--- config.mk ---
export PLATFORM = sky130hd
export DESIGN_NAME = vga_sync_gen
export DESIGN_NICKNAME = d
export VERILOG_FILES = /design/src/rtl/vga_sync_gen.sv
export SDC_FILE = /design/constraint.sdc
export NUM_CORES = 1
export LEC_CHECK = 0
export ABC_AREA = 1
export BUFFER_PORTS_ARGS = -buffer_cell sky130_fd_sc_hd__clkbuf_2
export CAP_MARGIN = 30
export CORE_MARGIN = 5
export CORE_UTILIZATION = 50
export DETAILED_ROUTE_END_ITERATION = 8
export PLACE_DENSITY = 0.8
export SYNTH_ARGS = -nofsm -noshare
export SYNTH_HDL_FRONTEND = slang
export SYNTH_SLANG_ARGS = --single-unit
--- constraint.sdc ---
create_clock -name clk -period 2 [get_ports clk]
set_clock_uncertainty 0.2 [all_clocks]
set_input_delay 0.3 -clock clk [delete_from_list [all_inputs] [get_ports clk]]
set_output_delay 0.3 -clock clk [all_outputs]
set_load 0.01 [all_outputs]
--- src/rtl/vga_sync_gen.sv ---
// VGA raster timing generator: pixel divider, h/v counters, registered syncs and tick strobes.
// Defining VGA_SYNC_FRAME_CNT_EN builds a free-running 6-bit frame counter; otherwise frame_cnt is 0.
module vga_sync_gen #(
  parameter int DIV = 4,
  parameter int HD  = 640,
  parameter int HF  = 16,
  parameter int HR  = 96,
  parameter int HB  = 48,
  parameter int VD  = 480,
  parameter int VF  = 10,
  parameter int VR  = 2,
  parameter int VB  = 33
) (
  input  logic       clk,
  input  logic       reset,
  output logic       pixel_tick,
  output logic       line_tick,
  output logic       frame_tick,
  output logic       hsync,
  output logic       vsync,
  output logic       video_on,
  output logic [9:0] pix_x,
  output logic [9:0] pix_y,
  output logic [5:0] frame_cnt
);

  localparam int HT = HD + HF + HR + HB;
  localparam int VT = VD + VF + VR + VB;

  localparam logic [3:0] DIV_LAST = 4'(DIV - 1);
  localparam logic [9:0] H_LAST   = 10'(HT - 1);
  localparam logic [9:0] V_LAST   = 10'(VT - 1);
  localparam logic [9:0] H_DISP   = 10'(HD);
  localparam logic [9:0] V_DISP   = 10'(VD);
  // Retrace windows as inclusive bounds so a window ending at 1023 still fits 10 bits.
  localparam logic [9:0] H_RS     = 10'(HD + HF);
  localparam logic [9:0] H_RE     = 10'(HD + HF + HR - 1);
  localparam logic [9:0] V_RS     = 10'(VD + VF);
  localparam logic [9:0] V_RE     = 10'(VD + VF + VR - 1);

  logic [3:0] div_cnt;
  logic [9:0] h_cnt, v_cnt;
  logic [9:0] h_nxt, v_nxt;

  assign pixel_tick = (div_cnt == DIV_LAST);
  assign line_tick  = pixel_tick && (h_cnt == H_LAST);
  assign frame_tick = line_tick && (v_cnt == V_LAST);

  always_comb begin
    h_nxt = h_cnt;
    v_nxt = v_cnt;
    if (pixel_tick) h_nxt = (h_cnt == H_LAST) ? 10'd0 : h_cnt + 10'd1;
    if (line_tick)  v_nxt = (v_cnt == V_LAST) ? 10'd0 : v_cnt + 10'd1;
  end

  // Syncs decode the next-state counters so they move on the same edge as pix_x/pix_y.
  always_ff @(posedge clk or posedge reset) begin
    if (reset) begin
      div_cnt <= 4'd0;
      h_cnt   <= 10'd0;
      v_cnt   <= 10'd0;
      hsync   <= 1'b1;
      vsync   <= 1'b1;
    end else begin
      div_cnt <= pixel_tick ? 4'd0 : div_cnt + 4'd1;
      h_cnt   <= h_nxt;
      v_cnt   <= v_nxt;
      hsync   <= !((h_nxt >= H_RS) && (h_nxt <= H_RE));
      vsync   <= !((v_nxt >= V_RS) && (v_nxt <= V_RE));
    end
  end

  assign pix_x    = h_cnt;
  assign pix_y    = v_cnt;
  assign video_on = (h_cnt < H_DISP) && (v_cnt < V_DISP);

`ifdef VGA_SYNC_FRAME_CNT_EN
  logic [5:0] frame_q;

  always_ff @(posedge clk or posedge reset) begin
    if (reset)           frame_q <= 6'd0;
    else if (frame_tick) frame_q <= frame_q + 6'd1;
  end

  assign frame_cnt = frame_q;
`else
  assign frame_cnt = 6'd0;
`endif

endmodule

Yosys cells after proc, flatten, opt, wreduce, memory -nomap -nowiden

Index checks and enable logic that the tools add are counted.

Eq/ne operators: 3
Muxes and demuxes: 5
Reductions and logical operators: 7
Add/subtract/negate cells: 3
Order comparisons: 6

Operators by type and width:

| kind                                                        | number |
|---|---|
| 2-to-1 mux 10 bit                                           | 4 |
| adder 10 x 1 -> 10 bit, second input constant               | 2 |
| equality test 10 bit, second input constant                 | 2 |
| >= comparator 10 bit, second input constant                 | 1 |
| >= comparator 10 x 9 -> 1 bit, second input constant        | 1 |
| <= comparator 10 bit, second input constant                 | 1 |
| <= comparator 10 x 9 -> 1 bit, second input constant        | 1 |
| less-than comparator 10 bit, second input constant          | 1 |
| less-than comparator 10 x 9 -> 1 bit, second input constant | 1 |
| logical AND 1 bit                                           | 5 |
| adder 4 x 1 -> 4 bit, second input constant                 | 1 |
| equality test 4 x 2 -> 1 bit, second input constant         | 1 |
| 2-to-1 mux 4 bit                                            | 1 |
| zero test 1 bit                                             | 2 |

Bits of input ports: 2
Word-level logic and storage cells: 29
Flip-flop bits (word level): 26
Output and inout port bits: 32

Longest topological paths before layout

Word-level depth: 6
Depth in mapped cells: 12
Mapped depth without buffers: 12

Worst setup path after synthesis

OpenSTA, ideal clock, no wires.

Path type: register to output
Start point: reg div_cnt[0]
End point: out frame_tick
Data required time: 1500 ps
Arrival: 1373 ps
Cell stages (with the launch flop): 7
Path buffers: 1
Slack: 127 ps
Path through: dfrtp_1 -> ha_1 -> nand2_1 -> nor2_4 -> buf_2 -> nand4_1 -> nor2_1

Cells in the longest elaborated chain, start to end: 3

RTL lines:

| element                      | RTL line | RTL |
|---|---|---|
| start, declared              | 41       | `logic [3:0] div_cnt;` |
| start signal, assigned       | 65       | `div_cnt <= pixel_tick ? 4'd0 : div_cnt + 4'd1;` |
| equality test 4 x 2 -> 1 bit | 45       | `assign pixel_tick = (div_cnt == DIV_LAST);` |
| net pixel_tick               | 16       | `output logic pixel_tick,` |
| logical AND 1 bit            | 46       | `assign line_tick = pixel_tick && (h_cnt == H_LAST);` |
| logical AND 1 bit            | 47       | `assign frame_tick = line_tick && (v_cnt == V_LAST);` |
| end, declared                | 18       | `output logic frame_tick,` |

The timed path passes the listed nets, and every way through them passes these cells.

Worst setup path after layout

Start point: reg v_cnt[0] (netlist: pix_y[0])
End point: out frame_tick

Cells in the longest elaborated chain, start to end: 2

RTL lines:

| element                | RTL line | RTL |
|---|---|---|
| start, declared        | 42       | `logic [9:0] h_cnt, v_cnt;` |
| start signal, assigned | 67       | `v_cnt <= v_nxt;` |
| equality test 10 bit   | 47       |  |
| logical AND 1 bit      | 47       |  |

Every way passes these cells.

==> results.md <==
- Before antenna repair, the detailed router went through 4 iterations.
- During placement, the flow inserted port buffers numbering 27.
- The die span in y is 68.9 um.
- The antenna violation net count after detailed routing is 0.
- The max-cap check violation count is 0.
- Wires add up to 4430 um.
- Setup violations remaining at the end of the flow were counted as 3.
- The timing endpoint of the critical path is frame_tick.
- The critical path start-end classification is flop to output pin.
- For this run the aggregate overflow at the end of global routing stands at 0.
- CTS saw 26 sinks.
- In the synthesized netlist the async set-or-reset flop fraction comes to 100%.
- The count of H-tree levels built during CTS is 1.
- The class of the tightest hold or removal check is flop to flop.
- The sum of net half-perimeters after detailed placement is 2900 um.
- The synthesis-to-layout area growth is 30.4%.
- For this run, the leading register cell type out of synthesis is dfrtp_1.
- On the critical path, the stage with the largest delay is an instance of dfrtp_1.
- The area of the die is 4740 um^2.
- The global routing met2 resource utilization is 32.1%.
- Entering global routing, the biggest net connects 27 pins.
- In the final layout, the share of cells above drive strength 1 is 36.8%.
- The element type at the critical path end is an output pin.
- The DRC violation count after routing is 0.
- The count of final hold-check violations was 0.
- In this run the most used layer during global routing was met2.
- Counting stages on the worst path, the most repeated cell is nor2_2.
- In this run the number of cells on the critical path is 7.
- The checks that failed: setup timing.
- The time the final worst path needs with I/O delays and setup is 2.09 ns.
- Walking the worst path, the cells encountered are inv_2, ha_1, nand2_1, nor2_2, nand3_2, nor2_2, buf_2.
- Yosys printed 0 warnings.
- The critical path contains buffers and inverters numbering 2 combined.
- The startpoint of the most critical setup path is pix_y[0].
- Once the floorplan was initialized, standard cells occupied 51.9% of the core.
- At the end of routability-driven placement, the weighted congestion stood at 0.828.
- Global routing used 2.59% of the available met3 tracks.
- In the routed layout, each cell is associated on average with a via count of 5.07.
- The initial DRC count is 101.
- In this run, synthesis inferred 0 flip-flops with an integrated enable.
- Setup slack on the critical path of the routed design comes to -0.0861 ns.
- The met1 routing resource usage after global routing is 25.9%.
- The number of CTS-inserted buffers is 3.
- The run finished, with violations left.
- The share of synthesized area in the top cell type comes to 34.7%.
- The footprint of the multi-input gates is 956 um^2.
- The count of final max-slew check failures is 0.
- The CTS clock-pin slew for the worst setup and hold paths is 0.15 ns.
- The per-cell routed wire length is 13.0 um.
- Pin placement for this block handled 34 I/O pins.
- Registers take 657 um^2.
- After technology mapping, the gate count stands at 237.
- For this run, the post-layout net count is 303.
- The part of the Yosys area used for sequential elements is 37.7%.
- Summing every instance area after synthesis gives 1730 um^2.
- The setup slack of the most critical reg-to-reg path is -0.04 ns.
- The count of different cell masters after synthesis is 32.
- The arrival time at the worst endpoint is 1.59 ns.
- The number of cells on the worst reg-to-reg path is 12.
- Averaged over all synthesized cells, the footprint is 7.31 um^2.
- The initialized floorplan defines 21 standard-cell rows.
- Across every metal layer, demand over resource in global routing totals 19.3%.
- The startpoint identified for the worst register-to-register timing path is pix_x[0].
- The number of antenna violations at the first check in global routing is 0.
- Based on the critical path, the design can be clocked at up to 479 MHz.
- The cell family contributing the most delay on the critical path is flip-flops.
- Setup repair after global routing could not meet its margin everywhere.
- Clock tree synthesis selected as its root buffer the cell clkbuf_4.
- The stage delay of the slowest cell on the critical path is 0.45 ns.
- Of all nets on the critical path, the largest fanout is 4.
- 0 antenna diodes ended up in the layout.
- At the worst endpoint, the required time is 1.50 ns.
- The detailed-route via count is 1733.
- The worst register-to-register path ends at vsync.
- For this run, the share of the core covered by cells in the final layout is 67.7%.
- After synthesis, the most frequently instantiated cells are nand2_1 (72), inv_1 (38), dfrtp_1 (24).
- The worst-case IR drop observed on VDD is 278 uV.
- The fill cell instance count of the final layout is 273.
- No sink is reached through more buffers than the 2 on the longest clock path.
- The clock latency at the later pin of the worst-skew pair is 0.34 ns.
- The core region is 3340 um^2.
- Yosys instantiated no cell more often than nand2_1.
- The final cycle utilization of the critical path is 104%.
- The number of global-route vias before repair is 1507.
- TritonCTS built the clock tree.
- The worst setup path is launched from a flop.
- By area the synthesized netlist is led by dfrtp_1 (35%), nand2_1 (16%), inv_1 (8.2%).
- The worst slack after detailed placement is 0.0915 ns.
- The die is 68.9 um wide.
- The static leakage power is 0.00122 uW.
- In this run the power density over the cells is 368 nW/um^2.
- The wire length of the first global-routing pass is 6810 um.
- Of all cell types, the one taking the most synthesized area is dfrtp_1.
- After synthesis the netlist holds a flip-flop and latch count of 26.
[sequential cells by signal, summed over array words and instances, names as in the netlist]
signal and cells:
hsync 1, div_cnt 4, pix_x 10, vsync 1, pix_y 10
[worst reg2reg max path: stages, from the launching register on]
cell	delay [ns]
dfrtp_1	0.42
ha_4	0.16
buf_4	0.10
buf_6	0.09
nand3_4	0.13
nor2_8	0.20
nand2_4	0.08
nor2_4	0.17
nand3_2	0.12
nand2_2	0.10
nand2_2	0.05
nor2_2	0.09
nand3_1	0.08
[cells by family after synthesis]
group	count (synthesis)	synth area share [%]
AO/OA/AOI/OAI	12	4.19
XOR/XNOR	4	2.02
adder cells (fa/ha/maj)	4	2.89
buffers and inverters	51	12.5
flip-flops	26	37.7
other	1	0.217
AND/OR/NAND/NOR	139	40.5
[worst min path at each step]
stage | end | cells after the start | from
2_1_floorplan | div_cnt[0] | 1 | reset
3_3_place_gp | pix_y[2] | 3 | reset
3_5_place_dp | pix_y[2] | 3 | reset
4_1_cts | div_cnt[1] | 1 | div_cnt[0]
5_1_grt | div_cnt[1] | 1 | div_cnt[1]
6_report | div_cnt[1] | 1 | div_cnt[1]
[layout make-up]
| class | instances | area share, % |
|---|---|---|
| repair buffers | 58 | 17.2 |
| well taps | 46 | 2.55 |
| clock buffers | 4 | 1.61 |
| flip-flops and latches | 26 | 29.1 |
| inverters | 43 | 7.26 |
| multi-input cells | 165 | 42.3 |
[placed cells by master (no fill, tap or decap), types with 3 or more instances in the layout]
cell      count
buf_2         3
buf_4        27
buf_6         4
clkbuf_2     23
clkbuf_4      3
conb_1        6
dfrtp_1      21
dfrtp_2       3
inv_1        34
inv_2         7
nand2_1      67
nand2_2       7
nand3_1      17
nand3_2       5
nand3_4       3
nand4_1      10
nor2_1       13
nor2_2        6
nor2_4        5
o21ai_0       4
xor2_1        3
[report_power, final]
part           switching, uW  total [uW]  internal, uW
registers                  0         526           526
clock network            173         285           112
logic                   16.3        19.8          3.41
total                    189         831           641
[layer usage]
layer  share of wire, %  vias to the layer above
li1                   -                      851
met1                 44                      806
met2                 49                       69
met3                6.5                        7
met4                1.1                        0
met5                  0                        -
[metrics by stage]
step / hold slack [ns] / instance area (um^2) / TNS (ns) / power (uW) / std cells
after floorplan: 0.139 / 1750 / 0 / 557 / 242
after global placement: 0.148 / 1940 / 0 / 554 / 314
after detailed placement: 0.162 / 1940 / 0 / 554 / 314
after CTS: 0.352 / 2120 / -0.0638 / 827 / 331
after global routing: 0.377 / 2260 / -0.651 / 856 / 342
final: 0.346 / 2260 / -0.146 / 831 / 342
[what timing repair did]
| item | in CTS | in global routing |
|---|---|---|
| cloned | 0 | 0 |
| setup buffers | 12 | 11 |
| pin swaps | 8 | 16 |
| hold buffers | 1 | 0 |
| endpoints found under the hold margin | 24 | 0 |
| setup endpoints to repair | 4 | 6 |
| resized for setup | 14 | 22 |
No activity file was read; power rests on OpenSTA's default activity.
